File: config.mk
export PLATFORM = sky130hd
export DESIGN_NAME = sail_hex_parser
export DESIGN_NICKNAME = d
export VERILOG_FILES = /design/src/rtl/sail_hex_pkg.sv /design/src/rtl/sail_hex_digit.sv /design/src/rtl/sail_hex_parser.sv
export SDC_FILE = /design/constraint.sdc
export NUM_CORES = 1
export LEC_CHECK = 0
export CORE_ASPECT_RATIO = 0.6
export CORE_MARGIN = 1.5
export CORE_UTILIZATION = 55
export DETAILED_ROUTE_END_ITERATION = 10
export PLACE_DENSITY = 0.79
export SYNTH_ARGS = -nofsm -noshare
export SYNTH_HDL_FRONTEND = slang
export SYNTH_HIERARCHICAL = 1
export SYNTH_SLANG_ARGS = --single-unit
File: constraint.sdc
create_clock -name clk -period 5.55 [get_ports clk]
set_input_delay 0.8325 -clock clk [delete_from_list [all_inputs] [get_ports clk]]
set_output_delay 0.8325 -clock clk [all_outputs]
set_load 0.02 [all_outputs]
File: src/rtl/sail_hex_pkg.sv
// Shared types, character constants and helpers for the Sail hex-literal parser.
package sail_hex_pkg;

  typedef enum logic [2:0] {
    ST_P0    = 3'd0,  // expect '0'
    ST_PX    = 3'd1,  // expect lowercase 'x'
    ST_LEAD  = 3'd2,  // skipping leading zero digits
    ST_DIG   = 3'd3,  // past the first non-zero digit
    ST_DRAIN = 3'd4,  // error seen, discarding up to in_last
    ST_DONE  = 3'd5   // result held on the output
  } state_e;

  localparam logic [7:0] CH_0  = 8'h30;  // '0'
  localparam logic [7:0] CH_X  = 8'h78;  // 'x'
  localparam logic [7:0] CH_9  = 8'h39;  // '9'
  localparam logic [7:0] CH_UA = 8'h41;  // 'A'
  localparam logic [7:0] CH_UF = 8'h46;  // 'F'
  localparam logic [7:0] CH_LA = 8'h61;  // 'a'
  localparam logic [7:0] CH_LF = 8'h66;  // 'f'

  // Significant bit count of the first non-zero digit (0 for a zero digit).
  function automatic logic [2:0] sail_hex_fnz_width(input logic [3:0] digit);
    if (digit == 4'd0)       return 3'd0;
    else if (digit == 4'd1)  return 3'd1;
    else if (digit <= 4'd3)  return 3'd2;
    else if (digit <= 4'd7)  return 3'd3;
    else                     return 3'd4;
  endfunction

endpackage

File: src/rtl/sail_hex_digit.sv
// Combinational ASCII hex digit decoder; digit case is not significant.
module sail_hex_digit
  import sail_hex_pkg::*;
(
  input  logic [7:0] in_char,
  output logic       is_hex,
  output logic [3:0] value
);

  // Classify the character and produce its nibble value.
  always_comb begin
    is_hex = 1'b0;
    value  = 4'd0;
    if (in_char >= CH_0 && in_char <= CH_9) begin
      is_hex = 1'b1;
      value  = 4'(in_char - CH_0);
    end else if (in_char >= CH_UA && in_char <= CH_UF) begin
      is_hex = 1'b1;
      value  = 4'(in_char - CH_UA + 8'd10);
    end else if (in_char >= CH_LA && in_char <= CH_LF) begin
      is_hex = 1'b1;
      value  = 4'(in_char - CH_LA + 8'd10);
    end
  end

endmodule

File: src/rtl/sail_hex_parser.sv
// Byte-serial "0x..." hex literal parser producing an N-bit value and a fit/valid flag.
module sail_hex_parser
  import sail_hex_pkg::*;
#(
  parameter int N = 64
) (
  input  logic         clk,
  input  logic         rst,
  input  logic         in_valid,
  output logic         in_ready,
  input  logic [7:0]   in_char,
  input  logic         in_last,
  output logic         out_valid,
  input  logic         out_ready,
  output logic         out_ok,
  output logic [N-1:0] out_bits
);

  // Width counter saturates at N+1: anything past N is simply "too wide".
  localparam int WW = $clog2(N + 2);
  localparam logic [WW:0] W_SAT_X = (WW + 1)'(N + 1);
  localparam logic [WW:0] W_MAX_X = (WW + 1)'(N);

  state_e        state, state_nxt;
  logic [N-1:0]  acc, acc_nxt;
  logic [WW-1:0] width, width_nxt;
  logic          err, err_nxt;
  logic          ok_nxt;
  logic          beat;
  logic          is_hex;
  logic [3:0]    dval;
  logic [WW:0]   w_add, w_fnz;

  sail_hex_digit u_digit (
    .in_char (in_char),
    .is_hex  (is_hex),
    .value   (dval)
  );

  assign out_valid = (state == ST_DONE);
  assign in_ready  = !rst && !out_valid;
  assign beat      = in_valid && in_ready;

  // Next state, accumulator, width and sticky error for the current beat.
  always_comb begin
    state_nxt = state;
    acc_nxt   = acc;
    width_nxt = width;
    err_nxt   = err;
    w_add     = {1'b0, width} + (WW + 1)'(4);
    w_fnz     = (WW + 1)'(sail_hex_fnz_width(dval));
    if (state == ST_DONE) begin
      if (out_ready) begin
        // Entering P0 starts a fresh string.
        state_nxt = ST_P0;
        acc_nxt   = '0;
        width_nxt = '0;
        err_nxt   = 1'b0;
      end
    end else if (beat) begin
      unique case (state)
        ST_P0: begin
          if (in_char == CH_0) state_nxt = ST_PX;
          else begin
            err_nxt   = 1'b1;
            state_nxt = ST_DRAIN;
          end
        end
        ST_PX: begin
          if (in_char == CH_X) state_nxt = ST_LEAD;
          else begin
            err_nxt   = 1'b1;
            state_nxt = ST_DRAIN;
          end
        end
        ST_LEAD, ST_DIG: begin
          if (!is_hex) begin
            err_nxt   = 1'b1;
            state_nxt = ST_DRAIN;
          end else begin
            acc_nxt = N'({acc, dval});
            if (state == ST_DIG) begin
              width_nxt = (w_add > W_SAT_X) ? W_SAT_X[WW-1:0] : w_add[WW-1:0];
            end else if (dval != 4'd0) begin
              width_nxt = (w_fnz > W_SAT_X) ? W_SAT_X[WW-1:0] : w_fnz[WW-1:0];
              state_nxt = ST_DIG;
            end
          end
        end
        default: ;  // DRAIN swallows characters until in_last
      endcase
      if (in_last) begin
        // A string ending during the prefix is too short to be a literal.
        if (state == ST_P0 || state == ST_PX) err_nxt = 1'b1;
        state_nxt = ST_DONE;
      end
    end
    ok_nxt = !err_nxt && ({1'b0, width_nxt} <= W_MAX_X);
  end

  // State and datapath registers; the result is latched on the final beat.
  always_ff @(posedge clk or posedge rst) begin
    if (rst) begin
      state    <= ST_P0;
      acc      <= '0;
      width    <= '0;
      err      <= 1'b0;
      out_ok   <= 1'b0;
      out_bits <= '0;
    end else begin
      state <= state_nxt;
      acc   <= acc_nxt;
      width <= width_nxt;
      err   <= err_nxt;
      if (beat && in_last) begin
        out_ok   <= ok_nxt;
        out_bits <= ok_nxt ? acc_nxt : '0;
      end else if (state == ST_DONE && out_ready) begin
        out_ok   <= 1'b0;
        out_bits <= '0;
      end
    end
  end

endmodule

# After elaboration in Yosys (flattened, before gate mapping)
# Index checks and enable logic that the tools add are counted.
dict set report totals {
  register_bits 140
}
dict set report op_classes {
  add_sub_neg 6
  n_lt_le_gt_ge 10
  eq_ne 10
  muxes 47
  n_reduce_logical 20
}
# cell n
set op_table {}
lappend op_table {{2-to-1 mux 64 bit} 8}
lappend op_table {{2-to-1 mux 7 bit} 8}
lappend op_table {{2-to-1 mux 3 bit} 13}
lappend op_table {{greater-or-equal comparator 8 x 7 -> 1 bit (second input constant)} 2}
lappend op_table {{less-or-equal comparator 8 x 7 -> 1 bit (second input constant)} 2}
lappend op_table {{2-to-1 mux 1 bit} 13}
lappend op_table {{2-to-1 mux 4 bit} 3}
lappend op_table {{subtractor 4 x 1 -> 4 bit (second input constant)} 3}
lappend op_table {{inequality test 5 bit (second input constant)} 2}
lappend op_table {{one-hot mux 3 bit (3 select lines)} 1}
lappend op_table {{adder 4 bit (second input constant)} 2}
lappend op_table {{adder 7 x 3 -> 8 bit (second input constant)} 1}
lappend op_table {{equality test 8 x 6 -> 1 bit (second input constant)} 1}
lappend op_table {{equality test 8 x 7 -> 1 bit (second input constant)} 1}
lappend op_table {{greater-or-equal comparator 8 x 6 -> 1 bit (second input constant)} 1}
lappend op_table {{greater-than comparator 8 x 7 -> 1 bit (second input constant)} 1}
lappend op_table {{less-or-equal comparator 8 x 6 -> 1 bit (second input constant)} 1}
lappend op_table {{logical AND 1 bit} 8}
lappend op_table {{less-or-equal comparator 7 bit (second input constant)} 1}
lappend op_table {{equality test 3 x 2 -> 1 bit (second input constant)} 2}
lappend op_table {{AND reduction 5 bit} 1}
lappend op_table {{nonzero test 5 bit} 1}
lappend op_table {{equality test 4 x 1 -> 1 bit (second input constant)} 1}
lappend op_table {{less-or-equal comparator 4 x 2 -> 1 bit (second input constant)} 1}
lappend op_table {{other kinds (12)} 15}

# Logic depth before layout (Yosys ltp)
# Gate-level depths: netlist of run 1.
dict set report depth {
  ltp_word 20
  depth_mapped 14
}

# Cells and area by module
# Netlist of run 1, hierarchy kept.
# module n_inst cells_each area_each_um2
set by_module_without_submodules {}
lappend by_module_without_submodules {sail_hex_parser 1 632 6433.7}
lappend by_module_without_submodules {sail_hex_digit 1 25 192.7}

# Worst setup path before layout of run 1
# OpenSTA, ideal clock, no wires.
dict set report synth_timing {
  path_kind {input to register}
  from {in in_char[7]}
  to {reg out_bits[49]}
  setup_ns 0.077
  arrival_ns 3.515
  required_time_ns 5.473
  slack_ns 1.958
  stages 11
  cell_sequence {or4b_4 a311oi_2 or2_1 and2_1 nand2_2 o311a_1 a311o_1 a211oi_4 buf_4 a31oi_1 o21ai_1}
}
dict set report synth_between {
  elab_cells_between_ends 49
  classes_between {order compare (9); eq/ne (3); mux (30); reduce/logical (7)}
}
# element line
set synth_lines {}
lappend synth_lines {{start: declaration} sail_hex_parser.sv:11} ;# input logic [7:0] in_char,
lappend synth_lines {{greater-or-equal comparator 8 x 7 -> 1 bit or less-or-equal comparator 8 x 7 -> 1 bit (tied branches)} sail_hex_digit.sv:20} ;# end else if (in_char >= CH_LA && in_char <= CH_LF) begin
lappend synth_lines {{logical AND 1 bit} sail_hex_digit.sv:20}
lappend synth_lines {{2-to-1 mux 1 bit} sail_hex_digit.sv:20}
lappend synth_lines {{2-to-1 mux 1 bit} sail_hex_digit.sv:17} ;# end else if (in_char >= CH_UA && in_char <= CH_UF) begin
lappend synth_lines {{2-to-1 mux 1 bit (*)} sail_hex_digit.sv:14} ;# if (in_char >= CH_0 && in_char <= CH_9) begin
lappend synth_lines {{net is_hex} sail_hex_parser.sv:30} ;# logic is_hex;
lappend synth_lines {{2-to-1 mux 7 bit (*)} sail_hex_parser.sv:77} ;# if (!is_hex) begin
lappend synth_lines {{2-to-1 mux 7 bit (*)} sail_hex_parser.sv:61} ;# unique case (state)
lappend synth_lines {{2-to-1 mux 7 bit (*)} sail_hex_parser.sv:60} ;# end else if (beat) begin
lappend synth_lines {{2-to-1 mux 7 bit (*)} sail_hex_parser.sv:52} ;# if (state == ST_DONE) begin
lappend synth_lines {{net width_nxt[0]} sail_hex_parser.sv:26} ;# logic [WW-1:0] width, width_nxt;
lappend synth_lines {{less-or-equal comparator 7 bit (*)} sail_hex_parser.sv:98} ;# ok_nxt = !err_nxt && ({1'b0, width_nxt} <= W_MAX_X);
lappend synth_lines {{logical AND 1 bit (*)} sail_hex_parser.sv:98}
lappend synth_lines {{2-to-1 mux 64 bit (*)} sail_hex_parser.sv:117} ;# out_bits <= ok_nxt ? acc_nxt : '0;
lappend synth_lines {{2-to-1 mux 64 bit (*)} sail_hex_parser.sv:115} ;# if (beat && in_last) begin
lappend synth_lines {{end signal: assignment} sail_hex_parser.sv:117}
lappend synth_lines {{end: declaration} sail_hex_parser.sv:16} ;# output logic [N-1:0] out_bits
# The timed path passes the listed nets; every way through them passes the cells marked *.
# A chain may end at the register's enable or synchronous reset.

# Final worst setup path of run 1
dict set report layout_timing {
  from {in in_char[3]}
  to {reg out_bits[50]}
}
dict set report layout_between {
  elab_cells_between_ends 54
  classes_between {add/sub (5); order compare (9); eq/ne (3); mux (30); reduce/logical (7)}
}
# element line
set layout_lines {}
lappend layout_lines {{greater-or-equal comparator 8 x 7 -> 1 bit or less-or-equal comparator 8 x 7 -> 1 bit (tied branches)} sail_hex_digit.sv:20}
lappend layout_lines {{logical AND 1 bit} sail_hex_digit.sv:20}
lappend layout_lines {{2-to-1 mux 1 bit} sail_hex_digit.sv:20}
lappend layout_lines {{2-to-1 mux 1 bit} sail_hex_digit.sv:17}
lappend layout_lines {{2-to-1 mux 1 bit (*)} sail_hex_digit.sv:14}
lappend layout_lines {{net is_hex} sail_hex_parser.sv:30}
lappend layout_lines {{branches (longest 8 deep; another with less-or-equal comparator 7 bit)} -}
lappend layout_lines {{2-to-1 mux 64 bit (*)} sail_hex_parser.sv:117}
lappend layout_lines {{2-to-1 mux 64 bit (*)} sail_hex_parser.sv:115}
# Mark *: on every way through the listed nets, which the timed path passes.

==> results.sh, run 1 <==
export IMPL_cts_resized=0
export IMPL_criticalPathCategory="in2reg"
export IMPL_p_leak_nw=3.87
export IMPL_nFillCells=833
export IMPL_crit_fanout=64
export IMPL_multi_input_area_um2=2890
export IMPL_start_kind="input port"
export IMPL_ys_flop_type="dfrtp_1"
export IMPL_num_vias=5601
export IMPL_met2WireLength_mm=7.77
export IMPL_cp_arrival_ns=5.01
export IMPL_nets=725
export IMPL_required_ns=5.89
export IMPL_setup_slack_ns=0.881
export IMPL_grt_pass1_vias=5528
export IMPL_post_cts_buffers=0
export IMPL_max_cap_violations=0
export IMPL_rows=30
export IMPL_initial_utilization_pct=57.5
export IMPL_synth_edf_count=0
export IMPL_core_um2=11500
export IMPL_cp_end_kind="flop"
export IMPL_dp_hpwl_mm=10.1
export IMPL_ys_ff_latch=140
export IMPL_preCtsSetupSlack_ns=0.460
export IMPL_total_power_mw=2.62
export IMPL_cts_buffer_depth=2
export IMPL_cts_made_buffers=17
export IMPL_routedWlPerCell_um=19.2
export IMPL_overflow=0
export IMPL_min_path_type="reg2reg"
export IMPL_hold_viol=0
export IMPL_dpl_cell_area_um2=7490
export IMPL_top_layer="met4"
export IMPL_clkSinkCount=140
export IMPL_port_buffers=79
export IMPL_setup_violations=0
export IMPL_drt_pass1_iterations=5
export IMPL_seq_area_um2=3500
export IMPL_place_gp_congestion=0.846
export IMPL_io_pins=80
export IMPL_synthCells=657
export IMPL_synth_warnings=6
export IMPL_synth_fp_nets=675
export IMPL_ys_types=61
export IMPL_htreeDepth=4
export IMPL_dr_first_iter_drc_count=610
export IMPL_cts_tree="yes"
export IMPL_reg2reg_from="state[1]$_DFFE_PP0P_"
export IMPL_min_from="out_ok$_DFFE_PP0P_"
export IMPL_drcViolationCount=0
export IMPL_die_area_um2=12700
export IMPL_peakVddDrop_v=0.000260
export IMPL_route_met3_wl_mm=1.12
export IMPL_insertion_delay_ns=0.42
export IMPL_ant_nets=0
export IMPL_max_slew_margin_rel_pct=37.1
export IMPL_syn_cell_area_um2=6630
export IMPL_final_cell_mix="nand2_1 (144), dfrtp_1 (140), clkdlybuf4s50_1 (79)"
export IMPL_postCtsHoldBufs=0
export IMPL_via_per_inst=6.36
export IMPL_path_clk_slew_ns=0.06
export IMPL_async_flop_share_pct=100
export IMPL_status="finished clean"
export IMPL_final_cells=880
export IMPL_r2r_cells=9
export IMPL_tns_ns=0
export IMPL_yosysSeqAreaShare_pct=52.9
export IMPL_dpl_cell_count=848
export IMPL_rsz0062_at_grt="false"
export IMPL_max_freq_mhz=214
export IMPL_ff2ff_setup_slack_ns=2.26
export IMPL_drv_slew=0
export IMPL_wl_mm=16.9
export IMPL_antenna_found_initial=0
export IMPL_powerDensity_nw_per_um2=321
export IMPL_worst_pin_slew_ns=0.944
export IMPL_layout_commonest_cell="nand2_1"
export IMPL_drive_gt1_share_pct=7.64
export IMPL_die_y_um=88.0
export IMPL_period_needed_ns=4.67
export IMPL_synthToLayoutAreaGrowth_pct=22.8
export IMPL_design_area_um2=8140
export IMPL_fin_skew_ns=0.0108
export IMPL_diodes=0
export IMPL_synth_avg_cell_area_um2=10.1
export IMPL_regToRegEndpoint="out_bits[50]$_DFFE_PP0P_"
export IMPL_grt_usage_pct=28.7
export IMPL_cts_root_buf="clkbuf_16"
export IMPL_whs_path_depth=2
export IMPL_grt_pass1_wl_mm=28.3
export IMPL_fin_crit_sh_pct=84.1
export IMPL_wl_met1_mm=7.82
export IMPL_holdPathEnd="out_ok$_DFFE_PP0P_"
export IMPL_fp_dieW_um=145
export IMPL_grt_max_degree=98
-- cell families after synthesis --
| group | synth area share, % |
|---|---|
| DFF | 52.9 |
| and+or+nand+nor | 26.5 |
| AOI/OAI and AO/OA | 15.5 |
| adders and majority gates | 0.944 |
| buffers and inverters | 4.02 |
| muxes | 0.151 |
-- metrics by stage --
step / hold WS, ns / util [%]
5_1_grt: 0.523 / 70.6
4_1_cts: 0.485 / 70.6
3_3_place_gp: 0.471 / 65.0
2_1_floorplan: 0.457 / -
3_5_place_dp: 0.469 / 65.0
6_report: 0.479 / 70.6
-- how the worst max path moves through the flow --
stage	start	to	slack (ns)	depth (start not counted)
after floorplan	rst	acc[0]$_DFF_PP0_	0.96	1
final	in_char[3]	out_bits[50]$_DFFE_PP0P_	0.88	13
after CTS	in_char[3]	out_bits[50]$_DFFE_PP0P_	0.88	13
after global placement	in_char[3]	out_bits[52]$_DFFE_PP0P_	0.71	13
after detailed placement	in_char[3]	out_bits[50]$_DFFE_PP0P_	0.46	13
after global routing	in_char[0]	out_bits[50]$_DFFE_PP0P_	0.49	15
-- registers in the layout (all words and copies together), names as in the netlist --
| register | flops |
|---|---|
| acc | 64 |
| err | 1 |
| out_bits | 64 |
| out_ok | 1 |
| state | 3 |
| width | 7 |
-- report_power, final --
group | total (mW) | switching [mW] | internal [mW]
registers | 1.08 | 0.0451 | 1.04
logic | 0.274 | 0.197 | 0.0767
clock network | 1.26 | 0.455 | 0.802
total | 2.62 | 0.698 | 1.92
-- layer usage --
layer / vias to the layer above / GRT usage, %
li1: 2570 / -
met1: 2781 / 41.2
met2: 232 / 44.3
met3: 18 / 5.03
met4: 0 / 10.7
met5: - / 0
-- area by class of cell --
cell class	instances	share of cell area, %
timing repair buffer	88	10.5
multi-input combinational	450	35.5
tap	160	2.46
inverter	10	0.523
sequential	140	43.0
clock buffer	19	5.32
clock inverter	13	2.63
-- synth_stat cells, types with 2 or more instances --
library cell / instances / area, um^2
nand2_1: 144 / 541
dfrtp_1: 140 / 3500
nand3_1: 66 / 330
a221o_1: 60 / 601
and4_1: 60 / 526
clkbuf_1: 38 / 143
nor2_1: 13 / 48.8
a21oi_1: 10 / 50.1
inv_1: 10 / 37.5
o21ai_0: 10 / 50.1
buf_1: 9 / 33.8
nor3_1: 6 / 30.0
a31oi_1: 5 / 31.3
clkbuf_2: 5 / 25.0
ha_1: 5 / 62.6
nor4_1: 5 / 31.3
buf_2: 4 / 20.0
nand2b_1: 4 / 25.0
nor2b_1: 4 / 25.0
o21ai_1: 4 / 20.0
and2_1: 3 / 18.8
o22ai_1: 3 / 18.8
a21boi_1: 2 / 15.0
a22o_1: 2 / 17.5
a22oi_1: 2 / 15.0
nand3b_1: 2 / 15.0
nand4b_1: 2 / 17.5
nor3_2: 2 / 20.0
nor3b_1: 2 / 15.0
nor4b_1: 2 / 17.5
o221ai_1: 2 / 17.5
or2_2: 2 / 12.5
-- worst max-delay path, cell delays in order --
cell and delay (ns):
clkdlybuf4s50_1 0.51, or4b_4 0.58, a311oi_2 0.31, or2_1 0.19
nand2_1 0.13, nor3_4 0.19, buf_4 0.54, o22ai_1 0.20
a211o_1 0.35, nor3_4 0.18, buf_4 0.46, a31oi_1 0.27
o21ai_1 0.22
Note: power is estimated with default switching activity, not from simulation.
==> inputs of run 2 (changes only) <==
clock period = 4.75 ns   (was 5.55 ns; I/O delays follow)
==> run 2 against run 1 <==
Cell count rose by 0.91%. Worst setup slack got worse by 0.43 ns. Die area did not move. Utilization rose by 0.065 points. Critical path type unchanged. Largest cell class unchanged. Largest power group unchanged.
==> results.sh, run 2 (synthesis gave the netlist of run 1 again) <==
export IMPL_status="finished clean"
export IMPL_cts_tree="yes"
export IMPL_clkSinkCount=140
export IMPL_powerDensity_nw_per_um2=354
export IMPL_max_freq_mhz=232
export IMPL_drcViolationCount=0
export IMPL_hold_viol=0
export IMPL_criticalPathCategory="in2reg"
export IMPL_routedWlPerCell_um=19.0
export IMPL_p_leak_nw=3.88
export IMPL_grt_max_degree=85
export IMPL_fin_crit_sh_pct=90.6
export IMPL_cts_resized=0
export IMPL_die_y_um=88.0
export IMPL_grt_usage_pct=28.8
export IMPL_worst_pin_slew_ns=1.07
export IMPL_crit_fanout=41
export IMPL_die_area_um2=12700
export IMPL_peakVddDrop_v=0.000254
export IMPL_htreeDepth=4
export IMPL_insertion_delay_ns=0.42
export IMPL_diodes=0
export IMPL_post_cts_buffers=0
export IMPL_drt_pass1_iterations=6
export IMPL_initial_utilization_pct=57.5
export IMPL_drv_slew=0
export IMPL_dr_first_iter_drc_count=637
export IMPL_num_vias=5696
export IMPL_period_needed_ns=4.30
export IMPL_tns_ns=0
export IMPL_dp_hpwl_mm=10.2
export IMPL_max_cap_violations=0
export IMPL_final_cell_mix="nand2_1 (144), dfrtp_1 (140), clkdlybuf4s50_1 (79)"
export IMPL_wl_mm=16.9
export IMPL_cts_buffer_depth=2
export IMPL_fp_dieW_um=145
export IMPL_overflow=0
export IMPL_rows=30
export IMPL_max_slew_margin_rel_pct=28.7
export IMPL_reg_top3="acc: 64 flops, out_bits: 64 flops, width: 7 flops"
export IMPL_hold_ws_ns=0.477
export IMPL_grt_pass1_vias=5413
export IMPL_layout_commonest_cell="nand2_1"
export IMPL_setup_violations=0
export IMPL_place_gp_congestion=0.909
export IMPL_min_path_type="reg2reg"
export IMPL_io_pins=80
export IMPL_rsz0062_at_grt="false"
export IMPL_port_buffers=79
export IMPL_required_ns=5.09
export IMPL_postCtsHoldBufs=0
export IMPL_grt_pass1_wl_mm=28.2
export IMPL_core_um2=11500
export IMPL_synthToLayoutAreaGrowth_pct=23.0
export IMPL_cts_made_buffers=17
export IMPL_fin_skew_ns=0.00913
export IMPL_cp_end_kind="flop"
export IMPL_nets=733
export IMPL_start_kind="input port"
export IMPL_via_per_inst=6.41
export IMPL_drive_gt1_share_pct=8.79
export IMPL_path_clk_slew_ns=0.06
export IMPL_antenna_found_initial=0
export IMPL_utilization_pct=70.7
export IMPL_cp_arrival_ns=4.64
export IMPL_ant_nets=0
export IMPL_cts_root_buf="clkbuf_16"
## run 2: final timing paths
path | start | end | slack, ns | depth (start not counted)
setup / recovery | in_char[3] | out_bits[50]$_DFFE_PP0P_ | 0.45 | 12
hold / removal | out_ok$_DFFE_PP0P_ | out_ok$_DFFE_PP0P_ | 0.48 | 2
setup reg to reg | width[2]$_DFF_PP0_ | out_bits[50]$_DFFE_PP0P_ | 1.37 | 9
hold reg to reg | out_ok$_DFFE_PP0P_ | out_ok$_DFFE_PP0P_ | 0.48 | 2
max in group asynchronous | rst | acc[37]$_DFF_PP0_ | 2.90 | 3
min in group asynchronous | rst | out_bits[55]$_DFFE_PP0P_ | 0.97 | 2
## run 2: cell type report
class                      count  area, um^2
multi-input combinational    450        2890
inverter                      10        42.5
clock buffer                  18         429
fill                         841        3380
sequential                   140        3500
clock inverter                14         140
tap                          160         200
timing repair buffer          96         943
## run 2: power by group
group | total [mW] | switching, mW | internal [mW]
Clock | 1.28 | 0.550 | 0.732
Sequential | 1.27 | 0.0533 | 1.21
Combinational | 0.331 | 0.231 | 0.100
Total | 2.88 | 0.835 | 2.05
## run 2: through the flow
stage | instances | worst slack [ns] | area [um^2] | total power [mW]
after floorplan | 657 | 0.285 | 6630 | 1.50
after global placement | 856 | 0.196 | 7580 | 1.61
after detailed placement | 856 | 0.0757 | 7580 | 1.62
after CTS | 888 | 0.505 | 8150 | 2.89
after global routing | 888 | 0.152 | 8150 | 2.99
final | 888 | 0.449 | 8150 | 2.88
## run 2: per-layer routing
metal  vias up  wire [um]  GRT usage (%)
li1       2585          -              -
met1      2829       8030           43.1
met2       253       7560           42.7
met3        29       1080           5.30
met4         0        240           9.64
met5         -          0              0
## run 2: critical path, stage by stage
cell             delay (ns)
clkdlybuf4s50_1        0.49
or4b_4                 0.57
a311oi_2               0.32
or2_1                  0.18
and2_1                 0.21
nand2_2                0.09
o311a_1                0.34
a311o_1                0.37
a211oi_4               0.65
buf_12                 0.28
a31oi_1                0.19
o21ai_1                0.21
==> inputs of run 3 (changes only) <==
TNS_END_PERCENT = 5   (was not set)
==> results of run 3 <==
The final DEF is identical to that of run 2; final timing and power are the same.
